## src/rtl/lcdseq_arb.sv

```systemverilog
// lcdseq_arb: round-robin two-port arbiter and init/strobe/done command sequencer for the serial LCD driver.
// Define LCDSEQ_TIMEOUT_EN to bound the WAIT state to TMOUT cycles and report expiry on tmout.
module lcdseq_arb #(
  parameter int TMOUT = 4096
) (
  input  logic       lcdclk,
  input  logic       lcdrstn,
  input  logic       reqa,
  input  logic       reqb,
  input  logic [2:0] opa,
  input  logic [2:0] opb,
  input  logic [7:0] arga,
  input  logic [7:0] argb,
  output logic       acka,
  output logic       ackb,
  output logic       initlcd,
  output logic       resetlcd,
  output logic       clearlcd,
  output logic       datalcd,
  output logic       addrlcd,
  output logic       eraselcd,
  output logic [7:0] lcddatin,
  input  logic       lcdreset,
  input  logic       lcdclear,
  input  logic       lcddata,
  input  logic       lcdaddr,
  input  logic       lcderase,
  output logic       ready,
  output logic       busy,
  output logic       tmout
);

  typedef enum logic [2:0] {PWRUP, INIT, ISSUE, WAIT, RELEASE, IDLE} state_t;

  localparam logic [1:0] OWN_NONE = 2'd0;
  localparam logic [1:0] OWN_A    = 2'd1;
  localparam logic [1:0] OWN_B    = 2'd2;

  state_t     state;
  logic [2:0] op;
  logic [7:0] arg;
  logic [1:0] owner;
  logic       lastb;
  logic [4:0] oplines;
  logic [4:0] opdec;
  logic       done;
  logic       granta;
  logic       grantb;
  logic [2:0] gop;
  logic [7:0] garg;
  logic       expired;

  assign {eraselcd, addrlcd, datalcd, clearlcd, resetlcd} = oplines;

  // Round-robin: on contention the requester not granted last wins.
  always_comb begin
    granta = reqa && (!reqb || lastb);
    grantb = reqb && (!reqa || !lastb);
    gop    = granta ? opa : opb;
    garg   = granta ? arga : argb;
    opdec  = 5'b00000;
    case (op)
      3'd0:    opdec = 5'b00001;
      3'd1:    opdec = 5'b00010;
      3'd2:    opdec = 5'b00100;
      3'd3:    opdec = 5'b01000;
      3'd4:    opdec = 5'b10000;
      default: opdec = 5'b00000;
    endcase
    done = |(opdec & {lcderase, lcdaddr, lcddata, lcdclear, lcdreset});
  end

`ifdef LCDSEQ_TIMEOUT_EN
  localparam int CW = $clog2(TMOUT + 1);

  logic [CW-1:0] cnt;

  assign expired = (cnt == CW'(TMOUT - 1));

  always_ff @(posedge lcdclk or negedge lcdrstn) begin
    if (!lcdrstn) begin
      cnt <= '0;
    end else if (state == ISSUE) begin
      cnt <= '0;
    end else if (state == WAIT) begin
      cnt <= cnt + CW'(1);
    end
  end
`else
  // Without the counter WAIT never expires.
  assign expired = 1'b0 && (TMOUT > 0);
`endif

  always_ff @(posedge lcdclk or negedge lcdrstn) begin
    if (!lcdrstn) begin
      state    <= PWRUP;
      op       <= 3'd0;
      arg      <= 8'h00;
      owner    <= OWN_NONE;
      lastb    <= 1'b0;
      oplines  <= 5'b00000;
      lcddatin <= 8'h00;
      initlcd  <= 1'b0;
      acka     <= 1'b0;
      ackb     <= 1'b0;
      ready    <= 1'b0;
      busy     <= 1'b0;
      tmout    <= 1'b0;
    end else begin
      initlcd <= 1'b0;
      acka    <= 1'b0;
      ackb    <= 1'b0;
      tmout   <= 1'b0;
      case (state)
        PWRUP: begin
          op      <= 3'd0;
          arg     <= 8'h00;
          owner   <= OWN_NONE;
          initlcd <= 1'b1;
          busy    <= 1'b1;
          state   <= INIT;
        end
        IDLE: begin
          if (granta || grantb) begin
            op    <= gop;
            arg   <= garg;
            owner <= granta ? OWN_A : OWN_B;
            lastb <= grantb;
            busy  <= 1'b1;
            // Illegal opcodes never touch the driver, only the ack.
            if (gop > 3'd4) begin
              acka  <= granta;
              ackb  <= grantb;
              state <= RELEASE;
            end else begin
              initlcd <= 1'b1;
              state   <= INIT;
            end
          end
        end
        INIT: begin
          oplines  <= opdec;
          lcddatin <= arg;
          state    <= ISSUE;
        end
        ISSUE: begin
          state <= WAIT;
        end
        WAIT: begin
          if (done || expired) begin
            oplines <= 5'b00000;
            acka    <= (owner == OWN_A);
            ackb    <= (owner == OWN_B);
            tmout   <= !done && expired;
            if (owner == OWN_NONE) ready <= 1'b1;
            state   <= RELEASE;
          end
        end
        RELEASE: begin
          busy  <= 1'b0;
          state <= IDLE;
        end
        default: begin
          state <= PWRUP;
        end
      endcase
    end
  end

endmodule

```

## config.mk

```make
export PLATFORM = sky130hd
export DESIGN_NAME = lcdseq_arb
export DESIGN_NICKNAME = d
export VERILOG_FILES = /design/src/rtl/lcdseq_arb.sv
export SDC_FILE = /design/constraint.sdc
export NUM_CORES = 1
export LEC_CHECK = 0
export CORE_ASPECT_RATIO = 2
export CORE_UTILIZATION = 41
export CTS_CLUSTER_DIAMETER = 50
export DETAILED_ROUTE_END_ITERATION = 16
export PLACE_DENSITY = 0.79
export SYNTH_ARGS = -nofsm -noshare
export SYNTH_HDL_FRONTEND = slang
export SYNTH_SLANG_ARGS = --single-unit
export TNS_END_PERCENT = 30
```

## constraint.sdc

```tcl
create_clock -name lcdclk -period 1.68 [get_ports lcdclk]
set_clock_uncertainty 0.15 [all_clocks]
set_input_delay 0.336 -clock lcdclk [delete_from_list [all_inputs] [get_ports lcdclk]]
set_output_delay 0.336 -clock lcdclk [all_outputs]
set_load 0.05 [all_outputs]
```

# [Yosys cells after proc, flatten, opt, wreduce, memory -nomap -nowiden]
# Index checks and enable logic that the tools add are counted.
[op_classes] n_lt_le_gt_ge=1 n_eq_ne=13 n_mux=29 n_bitwise=1 n_reduce_logical=21
[ops] operator="$pmux W5 S5" n=1
[ops] operator="$pmux W3 S6" n=1
[ops] operator="$mux W8" n=2
[ops] operator="$pmux W8 S2" n=1
[ops] operator="$mux W3" n=5
[ops] operator="$eq A3 B2 Y1 const B" n=4
[ops] operator="$pmux W5 S2" n=1
[ops] operator="$reduce_and A2 Y1" n=5
[ops] operator="$eq A3 B3 Y1 const B" n=3
[ops] operator="$mux W1" n=9
[ops] operator="$eq A3 B1 Y1 const B" n=2
[ops] operator="$logic_not A3 Y1" n=2
[ops] operator="$pmux W1 S2" n=3
[ops] operator="$pmux W3 S2" n=1
[ops] operator="$and A5 B5 Y5" n=1
[ops] operator="$mux W5" n=1
[ops] operator="$reduce_or A5 Y1" n=1
[ops] operator="$mux W2" n=2
[ops] operator="$ne A2 B2 Y1 const B" n=2
[ops] operator="$pmux W2 S2" n=1
[ops] operator="$reduce_bool A2 Y1" n=2
[ops] operator="$gt A3 B3 Y1 const B" n=1
[ops] operator="$logic_not A1 Y1" n=3
[ops] operator="$logic_or A1 B1 Y1" n=3
[ops] operator="7 further kinds" n=8
[word_totals] register_bits=35 inputBits=31 word_cells=77

# [Longest topological paths before layout]
[logic_depth] depth_word=8 mapped_depth=6

# [Least setup slack after synthesis]
# No wires, ideal clock.
[synth_path] kind="reg2reg" startpoint="register op[0]" endpoint="register oplines[0]" arrival_ns=1.401 required_ns=1.409 path_slack_ns=0.008 path_stages_with_launch=6 path_buffers=1 synth_period_minus_slack_ns=1.672 path_cell_list="dfrtp_1 -> buf_2 -> or3b_4 -> a21oi_4 -> o31ai_4 -> a22o_1"
[synth_between] elab_chain_len=6 word_cells_on_any_way=11 cone_classes="eq/ne (5); mux (2); bitwise (1); reduce/logical (3)"
[synth_lines] element="start: declaration" line="40" rtl="logic [2:0] op;"
[synth_lines] element="start signal: assignment" line="125" rtl="op <= gop;"
[synth_lines] element="$eq A3 B3 Y1 (tied with other cells)" line="62" rtl="case (op)"
[synth_lines] element="$pmux W5 S5 (*)" line="62"
[synth_lines] element="$and A5 B5 Y5" line="70" rtl="done = |(opdec & {lcderase, lcdaddr, lcddata, lcdclear, lcdreset});"
[synth_lines] element="$reduce_or A5 Y1" line="70"
[synth_lines] element="$ne A2 B2 Y1 (no line)"
[synth_lines] element="$reduce_and A2 Y1 (no line)"
[synth_lines] element="end signal: assignment" line="142" rtl="oplines <= opdec;"
[synth_lines] element="end: declaration" line="44" rtl="logic [4:0] oplines;"
# Every way passes the cells marked *; elsewhere a longest branch is shown, timed or not.
# A chain may end at the register's enable or synchronous reset.

# [Worst setup path in the final report]
[layout_path] startpoint="register op[1]" endpoint="register oplines[0]"
# The elaborated chain is that of the path after synthesis.

==> key figures <==
Timing
  • RSZ-0062 raised after global routing: yes
  • Hold violation count in the final report: 0
  • Setup TNS: -0.251 ns
  • Final setup fails: 8
  • Peak Freq: 577 MHz
  • Minimum clock period: between 1.5 and 2 ns
  • Period utilization: 103%
  • Final Max Tran Viols: 0
  • Setup slack after layout: -0.0527 ns

Run
  • Maxcap violations: 0

Critical path
  • Launch point of the worst reg-to-reg path: op[1]
  • CP Capture Type: flop
  • Required time reported for the critical path endpoint: 1.75 ns
  • Biggest fanout along the worst timing path: 6
  • Worst setup startpoint: op[1]
  • Type of element launching the critical path: flop
  • Kind of critical path: flop to flop
  • Cell count of the worst reg-to-reg path: 4
  • Signal arrival time at the worst endpoint: 1.81 ns

Route
  • Wire length reported by the detailed router: between 4 and 5 mm
  • Count of unresolved DRC violations after routing: 0
  • Length of the first detailed-routing pass in iterations: 4
  • Drt via density: roughly 5.4
  • Antenna viol nets, final: 0
  • Total via count in the routed design: 1376
  • Average routed wire per standard cell: 16.7 um
  • Detailed router's first-iteration violation count: 31

Die
  • Die H: 90.9 um
  • Std cell rows: 32
  • Floorplan Core Area: roughly 3800 sq um
  • I/O pin total: 50
  • Die W: between 40 and 50 um
  • Initial Utilization: 42.6%
  • Die footprint: 4230 sq um

Finish
  • Number of filler cells placed in the layout: 292
  • Diode insertion count for antenna repair: 0
  • Post-route core utilization: 67.6%
  • Synthesis-to-layout area growth: 58.6%
  • Fraction of final layout cells sized beyond drive strength 1: about 29%
  • Final-stage net count: 234
  • Number of non-filler instances in the completed layout: 255

Logic synthesis
  • Cell type with the highest aggregate area in the netlist: sky130_fd_sc_hd__dfrtp_1
  • Synthesized instance count: 141
  • Count of flip-flops with a built-in enable after synthesis: 0
  • Netlist area before placement: 1620 sq um
  • #FFs+latches synth: 35
  • Portion of synthesized cell area occupied by the leading cell type: 54.0%
  • Cell variety after synth: 42
  • Average cell area after synthesis: 11.5 sq um
  • Sequential area share after synthesis: between 50% and 60%
  • Share of flip-flops with an asynchronous set or reset: 100%
  • Most used flip-flop cell after synthesis: sky130_fd_sc_hd__dfrtp_1
  • Yosys warning count: 0
  • Net count of the mapped netlist: 172
  • Top cells by area in the synthesized netlist: sky130_fd_sc_hd__dfrtp_1, sky130_fd_sc_hd__mux2_1, sky130_fd_sc_hd__mux2i_1, sky130_fd_sc_hd__nand2_1, sky130_fd_sc_hd__a221o_1

Global route
  • Via count of the first global-routing pass: roughly 1500
  • Total track usage: between 20 and 25%
  • Maximum number of pins on one net before global-route repair: 36
  • Initial antenna violation count: 0
  • Wire length of the first global-routing pass: 6.69 mm
  • GRT overflow: 0

Placed design
  • Final HPWL DP: 3.25 mm
  • Number of instances in the placed design: roughly 250
  • Final GP Congestion: roughly 0.81
  • Port bufs: between 40 and 50

Power and ir drop
  • Total power: 0.00405 W
  • Relative contribution of sequential cells to total power: a little over a third
  • Worst supply voltage drop on vdd: 0.788 mV
  • Clk pwr share: 16.6%
  • Power dissipated by switching net loads: between 0.0015 and 0.002 W
  • Ratio of total power to cell area: 1570 nW/um^2
  • Leakage power figure: 1.17 nW
  • Internal power: roughly 0.0025 W
  • Relative contribution of combinational cells to total power: 48.5%
  • Switching fraction of total power: 39.0%

Clocking
  • Clock Pin Slew Worst Setup and Hold Paths: around 0.07 ns
  • Total of hold buffers inserted after clock tree synthesis: 0
  • Num CTS Buffers: 5
  • TritonCTS clock tree: done
  • Clock root cell: sky130_fd_sc_hd__clkbuf_8
  • Number of H-tree branching levels: 2
  • Setup repair bufs after CTS: 0
  • Clock sink total: 35
  • Later-pin clock latency in the skew report: 0.29 ns
  • Max clock buf depth: 2

Hold path
  • Path type of the worst min-delay path: primary input to async pin

Outcome
  • Violations in the final reports: setup timing
  • Run status: complete, but fails checks
-- area by class of cell --
type | count | area [sq um] | area share [%]
clock buffers | 7 | 96.3 | 3.75
repair buffers | 61 | 790 | 30.7
multi-input cells | 94 | 708 | 27.5
clock inverters | 1 | 7.51 | 0.292
inverters | 6 | 25.0 | 0.973
well taps | 51 | 63.8 | 2.48
flip-flops and latches | 35 | 881 | 34.3
-- cell usage in the layout, fill, tap and decap left out, drive strengths merged, types with 5 or more instances in the layout --
master         Yosys  final
dfrtp             35     35
buf                6     31
clkdlybuf4s50      0     29
nand2             16     16
o21ai             12     12
mux2               8      8
clkbuf             0      7
mux2i              6      6
inv                6      6
and2               5      5
a221o              5      5
nor2               5      5
-- power groups by stage --
stage          Clock [W]  Combinational [W]  Sequential (W)
5_1_grt         0.000723            0.00209         0.00145
3_5_place_dp           0            0.00194         0.00141
4_1_cts         0.000682            0.00195         0.00140
6_report        0.000672            0.00196         0.00141
3_3_place_gp           0            0.00187         0.00139
2_1_floorplan          0           0.000834         0.00159
-- cell families (layout without fill, tap and decap cells) --
group | after synthesis | in the layout | synth area share, %
simple gates | 43 | 43 | 14.4
compound gates | 36 | 36 | 18.5
flops | 35 | 35 | 54.0
mux | 14 | 14 | 9.26
buf+inv | 12 | 75 | 3.63
other cells | 1 | 1 | 0.231
-- per-layer routing --
metal  vias up  global-route usage, %  part of all wire [%]
li1        632                      -                     -
met1       677                   21.6                    33
met2        54                   40.6                    59
met3        13                   4.17                   5.0
met4         0                   9.56                   3.0
met5         -                      0                     0
-- synthesized netlist by cell type, types with 2 or more instances --
cell / n
sky130_fd_sc_hd__dfrtp_1: 35
sky130_fd_sc_hd__nand2_1: 16
sky130_fd_sc_hd__o21ai_1: 9
sky130_fd_sc_hd__mux2_1: 8
sky130_fd_sc_hd__mux2i_1: 6
sky130_fd_sc_hd__a221o_1: 5
sky130_fd_sc_hd__and2_1: 5
sky130_fd_sc_hd__nor2_1: 4
sky130_fd_sc_hd__a32o_1: 3
sky130_fd_sc_hd__buf_2: 3
sky130_fd_sc_hd__inv_1: 3
sky130_fd_sc_hd__nand2b_1: 3
sky130_fd_sc_hd__o21ai_0: 3
sky130_fd_sc_hd__a21o_1: 2
sky130_fd_sc_hd__a21oi_1: 2
sky130_fd_sc_hd__buf_4: 2
sky130_fd_sc_hd__inv_2: 2
sky130_fd_sc_hd__nand3_1: 2
sky130_fd_sc_hd__nor3b_1: 2
sky130_fd_sc_hd__nor4bb_1: 2
sky130_fd_sc_hd__o211ai_1: 2
sky130_fd_sc_hd__or3_1: 2
-- sequential cells by signal, summed over array words and instances (netlist names) --
name and cells:
ackb 1, state 3, busy 1, op 3
lcddatin 8, acka 1, initlcd 1, ready 1
oplines 5, arg 8, lastb 1, owner 2
-- per-stage QoR --
stage	hold slack [ns]	cell area, sq um	setup slack [ns]
finish	0.259	2570	-0.0527
global route	0.285	2570	-0.116
detailed placement	0.337	2430	-0.397
CTS	0.272	2550	-0.0622
global placement	0.318	2430	-0.296
floorplan	-0.110	1620	0.00784
-- worst max-delay path, stage by stage (launching register included) --
cell and delay (ns):
sky130_fd_sc_hd__dfrtp_2 0.45, sky130_fd_sc_hd__nor4bb_1 0.14, sky130_fd_sc_hd__a311o_2 0.42, sky130_fd_sc_hd__o31ai_4 0.31, sky130_fd_sc_hd__a22o_1 0.20
-- final timing paths --
path	slack, ns	end
setup / recovery	-0.05	oplines[0]
hold / removal	0.26	busy
setup reg to reg	-0.05	oplines[0]
max in group asynchronous	0.91	op[1]
hold reg to reg	0.36	lcddatin[2]
min in group lcdclk	0.36	lcddatin[2]
-- repair_timing --
action | in CTS | in global routing
endpoints found under the hold margin | 0 | 0
setup endpoints to repair | 14 | 22
cloned | 0 | 0
resized for setup | 4 | 9
pin swaps | 3 | 4
Note: power is estimated with default switching activity, not from simulation.
